**src/rtl/rgb_pwm_pkg.sv**
```systemverilog
// -----------------------------------------------------------------------------
// rgb_pwm_pkg
// Shared types and helpers for the three-channel RGB PWM output stage.
//   rgb_pwm_state_e : run-control FSM state (IDLE / RUN / DRAIN), 2-bit encoding
//   pwm_width()     : width of the counter and duty inputs for a given period
// -----------------------------------------------------------------------------
package rgb_pwm_pkg;

  typedef enum logic [1:0] {
    IDLE  = 2'd0,
    RUN   = 2'd1,
    DRAIN = 2'd2
  } rgb_pwm_state_e;

  // Counter / duty width for a period of 'interval' clocks.
  function automatic int pwm_width(input int interval);
    return $clog2(interval);
  endfunction

endpackage

```
**src/rtl/rgb_pwm_channel.sv**
```systemverilog
// -----------------------------------------------------------------------------
// pwm_channel
// One PWM channel: duty shadow register with clamp, phase-offset compare and a
// registered LED pin with selectable polarity.
//
// Ports
//   clk, reset  : system clock, synchronous active-high reset
//   load        : latch the (clamped) duty input into the shadow register
//   active      : period counter is running (RUN or DRAIN); pin is off when low
//   phase       : compare offset in clocks, 0 <= phase < PWM_INTERVAL
//   count       : shared period counter, 0..PWM_INTERVAL-1
//   pwm_value   : requested duty in clocks; >= PWM_INTERVAL means always on
//   led         : registered pin, low-when-on if ACTIVE_LOW
// -----------------------------------------------------------------------------
module pwm_channel
  import rgb_pwm_pkg::*;
#(
  parameter int PWM_INTERVAL = 1200,
  parameter bit ACTIVE_LOW   = 1'b1,
  localparam int W           = pwm_width(PWM_INTERVAL)
) (
  input  logic         clk,
  input  logic         reset,
  input  logic         load,
  input  logic         active,
  input  logic [W-1:0] phase,
  input  logic [W-1:0] count,
  input  logic [W-1:0] pwm_value,
  output logic         led
);

  // One extra bit so the period length itself is representable in compares.
  localparam logic [W:0] INTERVAL_X = (W+1)'(PWM_INTERVAL);
  localparam logic       LED_ON     = ACTIVE_LOW ? 1'b0 : 1'b1;
  localparam logic       LED_OFF    = ~LED_ON;

  logic [W-1:0] shadow;
  logic [W-1:0] clamped;
  logic [W:0]   phased_sum;
  logic [W-1:0] cmp_count;
  logic         pin_on;

  // Clamp at the load so an out-of-range request is never stored. When the
  // period is a power of two the inputs cannot reach it and the clamp never
  // fires.
  always_comb begin
    clamped = pwm_value;
    if ({1'b0, pwm_value} >= INTERVAL_X) begin
      clamped = INTERVAL_X[W-1:0];
    end
  end

  // (count + phase) mod PWM_INTERVAL by a single conditional subtract; both
  // operands are below the period so one subtract is always enough.
  always_comb begin
    phased_sum = {1'b0, count} + {1'b0, phase};
    cmp_count  = phased_sum[W-1:0];
    if (phased_sum >= INTERVAL_X) begin
      cmp_count = W'(phased_sum - INTERVAL_X);
    end
  end

  // Compare uses the shadow value held before this edge, so a load and the
  // last compare of the old period happen on the same edge without mixing.
  assign pin_on = active && (cmp_count < shadow);

  always_ff @(posedge clk) begin
    if (reset) begin
      shadow <= '0;
      led    <= LED_OFF;
    end else begin
      if (load) begin
        shadow <= clamped;
      end
      led <= pin_on ? LED_ON : LED_OFF;
    end
  end

endmodule

```
**src/rtl/rgb_pwm.sv**
```systemverilog
// -----------------------------------------------------------------------------
// rgb_pwm
// Three-channel PWM output stage for an RGB LED. Duty values are sampled into
// per-channel shadow registers only at period boundaries (and on start), so a
// duty change mid-period never produces a glitch pulse. Dropping enable lets
// the current period finish (DRAIN) before the pins go off.
//
// Configuration
//   RGB_PWM_PHASE_STAGGER_EN : when defined, green compares against
//     (count + PWM_INTERVAL/3) mod PWM_INTERVAL and blue against
//     (count + 2*PWM_INTERVAL/3) mod PWM_INTERVAL so the rising edges of the
//     three channels are spread across the period. Undefined: all channels
//     compare against the raw count.
//
// Ports
//   clk, reset            : system clock, synchronous active-high reset
//   enable                : level-sensitive run request (no handshake; RUN is
//                           entered on the first edge it is seen high, and a
//                           drop is honoured at the end of the current period)
//   pwm_value_r/_g/_b     : duty in clocks, >= PWM_INTERVAL means 100 %
//   led_r/_g/_b           : registered LED pins, polarity per ACTIVE_LOW
//   period_start          : high while count == 0 in RUN or DRAIN
//   busy                  : high in RUN or DRAIN
//   state_dbg             : current run-control FSM state
// -----------------------------------------------------------------------------
module rgb_pwm
  import rgb_pwm_pkg::*;
#(
  parameter int PWM_INTERVAL = 1200,
  parameter bit ACTIVE_LOW   = 1'b1,
  localparam int W           = pwm_width(PWM_INTERVAL)
) (
  input  logic           clk,
  input  logic           reset,
  input  logic           enable,
  input  logic [W-1:0]   pwm_value_r,
  input  logic [W-1:0]   pwm_value_g,
  input  logic [W-1:0]   pwm_value_b,
  output logic           led_r,
  output logic           led_g,
  output logic           led_b,
  output logic           period_start,
  output logic           busy,
  output rgb_pwm_state_e state_dbg
);

  localparam logic [W-1:0] LAST_COUNT = W'(PWM_INTERVAL - 1);

`ifdef RGB_PWM_PHASE_STAGGER_EN
  localparam logic [W-1:0] PHASE_R = '0;
  localparam logic [W-1:0] PHASE_G = W'(PWM_INTERVAL / 3);
  localparam logic [W-1:0] PHASE_B = W'((2 * PWM_INTERVAL) / 3);
`else
  localparam logic [W-1:0] PHASE_R = '0;
  localparam logic [W-1:0] PHASE_G = '0;
  localparam logic [W-1:0] PHASE_B = '0;
`endif

  rgb_pwm_state_e state;
  rgb_pwm_state_e state_next;
  logic [W-1:0]   count;
  logic [W-1:0]   count_next;
  logic           at_end;
  logic           load;
  logic           active;

  assign at_end = (count == LAST_COUNT);
  assign active = (state == RUN) || (state == DRAIN);

  always_ff @(posedge clk) begin
    if (reset) begin
      state <= IDLE;
      count <= '0;
    end else begin
      state <= state_next;
      count <= count_next;
    end
  end

  // Shadows reload only when the next period is a RUN period: on start and at
  // a wrap that stays in (or returns to) RUN. A period entered from DRAIN
  // mid-way keeps the shadows it started with until the next wrap.
  always_comb begin
    state_next = state;
    count_next = count;
    load       = 1'b0;
    unique case (state)
      IDLE: begin
        count_next = '0;
        if (enable) begin
          state_next = RUN;
          load       = 1'b1;
        end
      end
      RUN: begin
        if (at_end) begin
          count_next = '0;
          if (enable) begin
            load = 1'b1;
          end else begin
            state_next = IDLE;
          end
        end else begin
          count_next = count + W'(1);
          if (!enable) begin
            state_next = DRAIN;
          end
        end
      end
      DRAIN: begin
        if (at_end) begin
          count_next = '0;
          if (enable) begin
            state_next = RUN;
            load       = 1'b1;
          end else begin
            state_next = IDLE;
          end
        end else begin
          count_next = count + W'(1);
          if (enable) begin
            state_next = RUN;
          end
        end
      end
      default: begin
        state_next = IDLE;
        count_next = '0;
      end
    endcase
  end

  assign busy         = active;
  assign period_start = active && (count == '0);
  assign state_dbg    = state;

  pwm_channel #(.PWM_INTERVAL(PWM_INTERVAL), .ACTIVE_LOW(ACTIVE_LOW)) u_chan_r (
    .clk       (clk),
    .reset     (reset),
    .load      (load),
    .active    (active),
    .phase     (PHASE_R),
    .count     (count),
    .pwm_value (pwm_value_r),
    .led       (led_r)
  );

  pwm_channel #(.PWM_INTERVAL(PWM_INTERVAL), .ACTIVE_LOW(ACTIVE_LOW)) u_chan_g (
    .clk       (clk),
    .reset     (reset),
    .load      (load),
    .active    (active),
    .phase     (PHASE_G),
    .count     (count),
    .pwm_value (pwm_value_g),
    .led       (led_g)
  );

  pwm_channel #(.PWM_INTERVAL(PWM_INTERVAL), .ACTIVE_LOW(ACTIVE_LOW)) u_chan_b (
    .clk       (clk),
    .reset     (reset),
    .load      (load),
    .active    (active),
    .phase     (PHASE_B),
    .count     (count),
    .pwm_value (pwm_value_b),
    .led       (led_b)
  );

endmodule

```
**config.mk**
```make
export PLATFORM = sky130hd
export DESIGN_NAME = rgb_pwm
export DESIGN_NICKNAME = d
export VERILOG_FILES = /design/src/rtl/rgb_pwm_pkg.sv /design/src/rtl/rgb_pwm_channel.sv /design/src/rtl/rgb_pwm.sv
export SDC_FILE = /design/constraint.sdc
export NUM_CORES = 1
export LEC_CHECK = 0
export CORE_ASPECT_RATIO = 1.25
export CORE_UTILIZATION = 35
export CTS_BUF_LIST = sky130_fd_sc_hd__clkbuf_8
export DETAILED_ROUTE_END_ITERATION = 8
export DONT_BUFFER_PORTS = 1
export HOLD_SLACK_MARGIN = 0.03
export REMOVE_ABC_BUFFERS = 1
export SETUP_SLACK_MARGIN = 0.4
export SYNTH_ARGS = -nofsm -noshare
export SYNTH_HDL_FRONTEND = slang
export SYNTH_SLANG_ARGS = --single-unit
```
**constraint.sdc**
```tcl
create_clock -name clk -period 5.98 [get_ports clk]
set_clock_uncertainty 0.2 [all_clocks]
set_input_delay 1.495 -clock clk [delete_from_list [all_inputs] [get_ports clk]]
set_output_delay 1.495 -clock clk [all_outputs]
set_load 0.02 [all_outputs]
```
==> results.md <==
- Largest net degree at the start of global routing: 41
- Most used DFF post-synth: dfxtp_1
- Vias per Instance: 5.44
- Synth top cells by count: 49 x dfxtp_1, 41 x inv_1, 39 x ha_1, 33 x nor2_1, 24 x a21oi_1
- Fin. Hold Viols: 0
- Leading area contributor after synthesis: dfxtp_1
- Initial Util: 36.3%
- First-pass GRT wire length: 13.3 mm
- GR Overflow Total: 0
- Reg2reg end: u_chan_b.led$_SDFF_PP1_
- Relative slew slack: 40.5%
- Full die area: 9960 µm²
- Clock Pin Slew Worst Setup and Hold Paths: 100 ps
- Layout cell share with drive strength beyond 1: 8.83%
- Crit Path Class: flip-flop to output port
- Pre-CTS setup slack: 2320 ps
- Final setup vio count: 0
- GR peak layer: met2
- Status: finished, final reports clean
- Number of global-route vias before repair: 2,709
- Synth top area share: 29.3%
- Antenna cells: 0
- Max IR drop VDD: 0.123 mV
- RSZ-0062 raised after global routing: false
- Root Buffer Master: clkbuf_8
- Met2 usage: 28.7%
- Yosys reg bits: 49
- Hold WC Path Type: flip-flop to flip-flop
- Max-cap violations: 0
- Detail Placement HPWL: 5.94 mm
- IO Pins: 43
- Setup Fix Bufs, Post-CTS: 0
- CTS tree: done
- Final min period: 3990 ps
- Iteration-0 DRC Markers: 115
- Pins Over Slew Limit: 0
- CTS Buf Count: 5
- Reg2reg setup slack: 2870 ps
- Critical Path AT: 2290 ps
- PwrDens: 245 nW/µm²
- First-pass iteration count of the detailed router: 4
- Dpl cells: 500
- Die Wd: 89.5 µm
- Synth cell types: 48
- Die Height: 111 µm
- GPL Wtd Cong: 0.819
- EDFF count, synth: 0
- Post-CTS Resized: 0
- Slew @ Worst Pin: 886 ps
- Post-synth ARST share: 0%
- Port bufs: 0
- Vias: 2,762
- Worst Setup SP: state_dbg[0]$_SDFFE_PP0P_
- Detail Route Antenna Nets: 0
- Final wirelength: 8.07 mm
- GRT Overall Usage: 17.4%
- Initial antenna violation count: 0
- Sequential area share after synthesis: 29.3%
- Mapped Cells: 399
- Hold buffer count at cts: 0
- Area delta synth->final: 3.93%
- CP Capture Type: output port
- Met3 Usage GRT: 3.50%
- Peak Freq: 0.251 GHz
- Worst skew pair latency: 310 ps
- CTS sink cnt: 49
- Non-filler cells, final: 508
- Nets: 459
- Critical path endpoint: period_start
- Fill cells: 959
- Critical Path RT: 4280 ps
- Synth Warn #: 0
- CTS H-tree depth: 2
- Reg2Reg Depth: 11
- Syn Area/Cell: 8.39 µm²
- Final hold slack: 255 ps
- Wire length per cell: 15.9 µm
- Clk buf depth: 2
- Setup ws final: 1990 ps
- Most instantiated library cell after synthesis: dfxtp_1
- Setup TNS: 0 ps
- R2R Path Start: count[1]$_SDFF_PP0_
- Crit path launch type: flip-flop
- Crit share post-route: 66.7%
- Drc violations: 0
- Leak: 0.00126 µW
- Core ar.: 9220 µm²
- Synth Cell Area: 3350 µm²
- Worst-path maximum fanout: 6
- Synth area leaders: dfxtp_1 29%, ha_1 15%, o31ai_2 6.0%
- # rows: 39
- Met1 usage: 21.7%
==> critical path, stage by stage, from the launching register on <==
cell      delay [ps]
dfxtp_1          530
inv_1            140
ha_1             570
nand4b_1         150
nor3b_1          600
==> stage by stage <==
stage / util, % / total power (µW) / cell area [µm²]
floorplan: - / 583 / 3220
global route: 37.7 / 907 / 3480
detailed placement: 36.7 / 648 / 3380
global placement: 36.7 / 643 / 3380
CTS: 37.7 / 860 / 3480
finish: 37.7 / 851 / 3480
==> metal layers <==
metal  vias to the layer above  share of wire [%]
li1                       1413                  -
met1                      1278                 45
met2                        56                 47
met3                        15                4.9
met4                         0                2.9
met5                         -                  0
==> logic make-up after synthesis <==
| logic type | count (synthesis) | share of synthesized area (%) |
|---|---|---|
| compound gates | 94 | 22.0 |
| xor+xnor | 10 | 2.62 |
| fa+ha+maj | 39 | 14.6 |
| buf+inv | 64 | 8.45 |
| flops | 49 | 29.3 |
| mux | 1 | 0.337 |
| simple gates | 142 | 22.7 |
==> how the worst min path moves through the flow <==
stage,from,to,cells after the start
after floorplan,u_chan_b.shadow[0]$_SDFFE_PP0P_,u_chan_b.shadow[0]$_SDFFE_PP0P_,2
after global placement,u_chan_b.shadow[0]$_SDFFE_PP0P_,u_chan_b.shadow[0]$_SDFFE_PP0P_,2
after detailed placement,u_chan_b.shadow[0]$_SDFFE_PP0P_,u_chan_b.shadow[0]$_SDFFE_PP0P_,2
after CTS,u_chan_b.shadow[0]$_SDFFE_PP0P_,u_chan_b.shadow[0]$_SDFFE_PP0P_,2
after global routing,u_chan_r.shadow[0]$_SDFFE_PP0P_,u_chan_r.shadow[0]$_SDFFE_PP0P_,2
final,u_chan_b.shadow[0]$_SDFFE_PP0P_,u_chan_b.shadow[0]$_SDFFE_PP0P_,2
==> cell usage in the layout (no fill, tap or decap), types with 2 or more instances in the layout <==
| cell | instances |
|---|---|
| a21o_1 | 2 |
| a211oi_1 | 10 |
| nand2_1 | 18 |
| or3_1 | 2 |
| a311oi_1 | 3 |
| nor2b_1 | 7 |
| o31ai_2 | 16 |
| nor3b_1 | 8 |
| xor2_1 | 5 |
| nand3_1 | 20 |
| nor2_1 | 33 |
| nand4_1 | 23 |
| a211o_1 | 4 |
| clkbuf_8 | 6 |
| inv_1 | 41 |
| o31ai_1 | 2 |
| dfxtp_1 | 49 |
| o21ai_0 | 18 |
| a21oi_1 | 24 |
| o211a_1 | 2 |
| ha_1 | 39 |
| nor4_1 | 8 |
| nand2b_1 | 6 |
| nor3_1 | 9 |
| xnor2_1 | 5 |
| o211ai_1 | 4 |
==> final cells by class <==
type                    instances  area [µm²]  share of cell area (%)
clock buffers                   6        82.6                    2.37
well taps                     123         154                    4.43
flip-flops and latches         49         981                    28.2
clock inverters                 2        13.8                   0.396
multi-input cells             286        2080                    59.9
inverters                      41         154                    4.43
repair buffers                  1        7.51                   0.216
==> state kept, by name (all words and copies together) (netlist names) <==
register         count
u_chan_r.shadow     11
u_chan_r.led         1
state_dbg            2
u_chan_g.led         1
u_chan_b.led         1
u_chan_g.shadow     11
u_chan_b.shadow     11
count               11
==> power by group <==
group	switching [µW]	internal, µW	total, µW
Clock	117	94.0	211
Combinational	166	85.5	251
Sequential	28.3	360	388
Total	311	540	851
(Power assumes the default switching activity.)
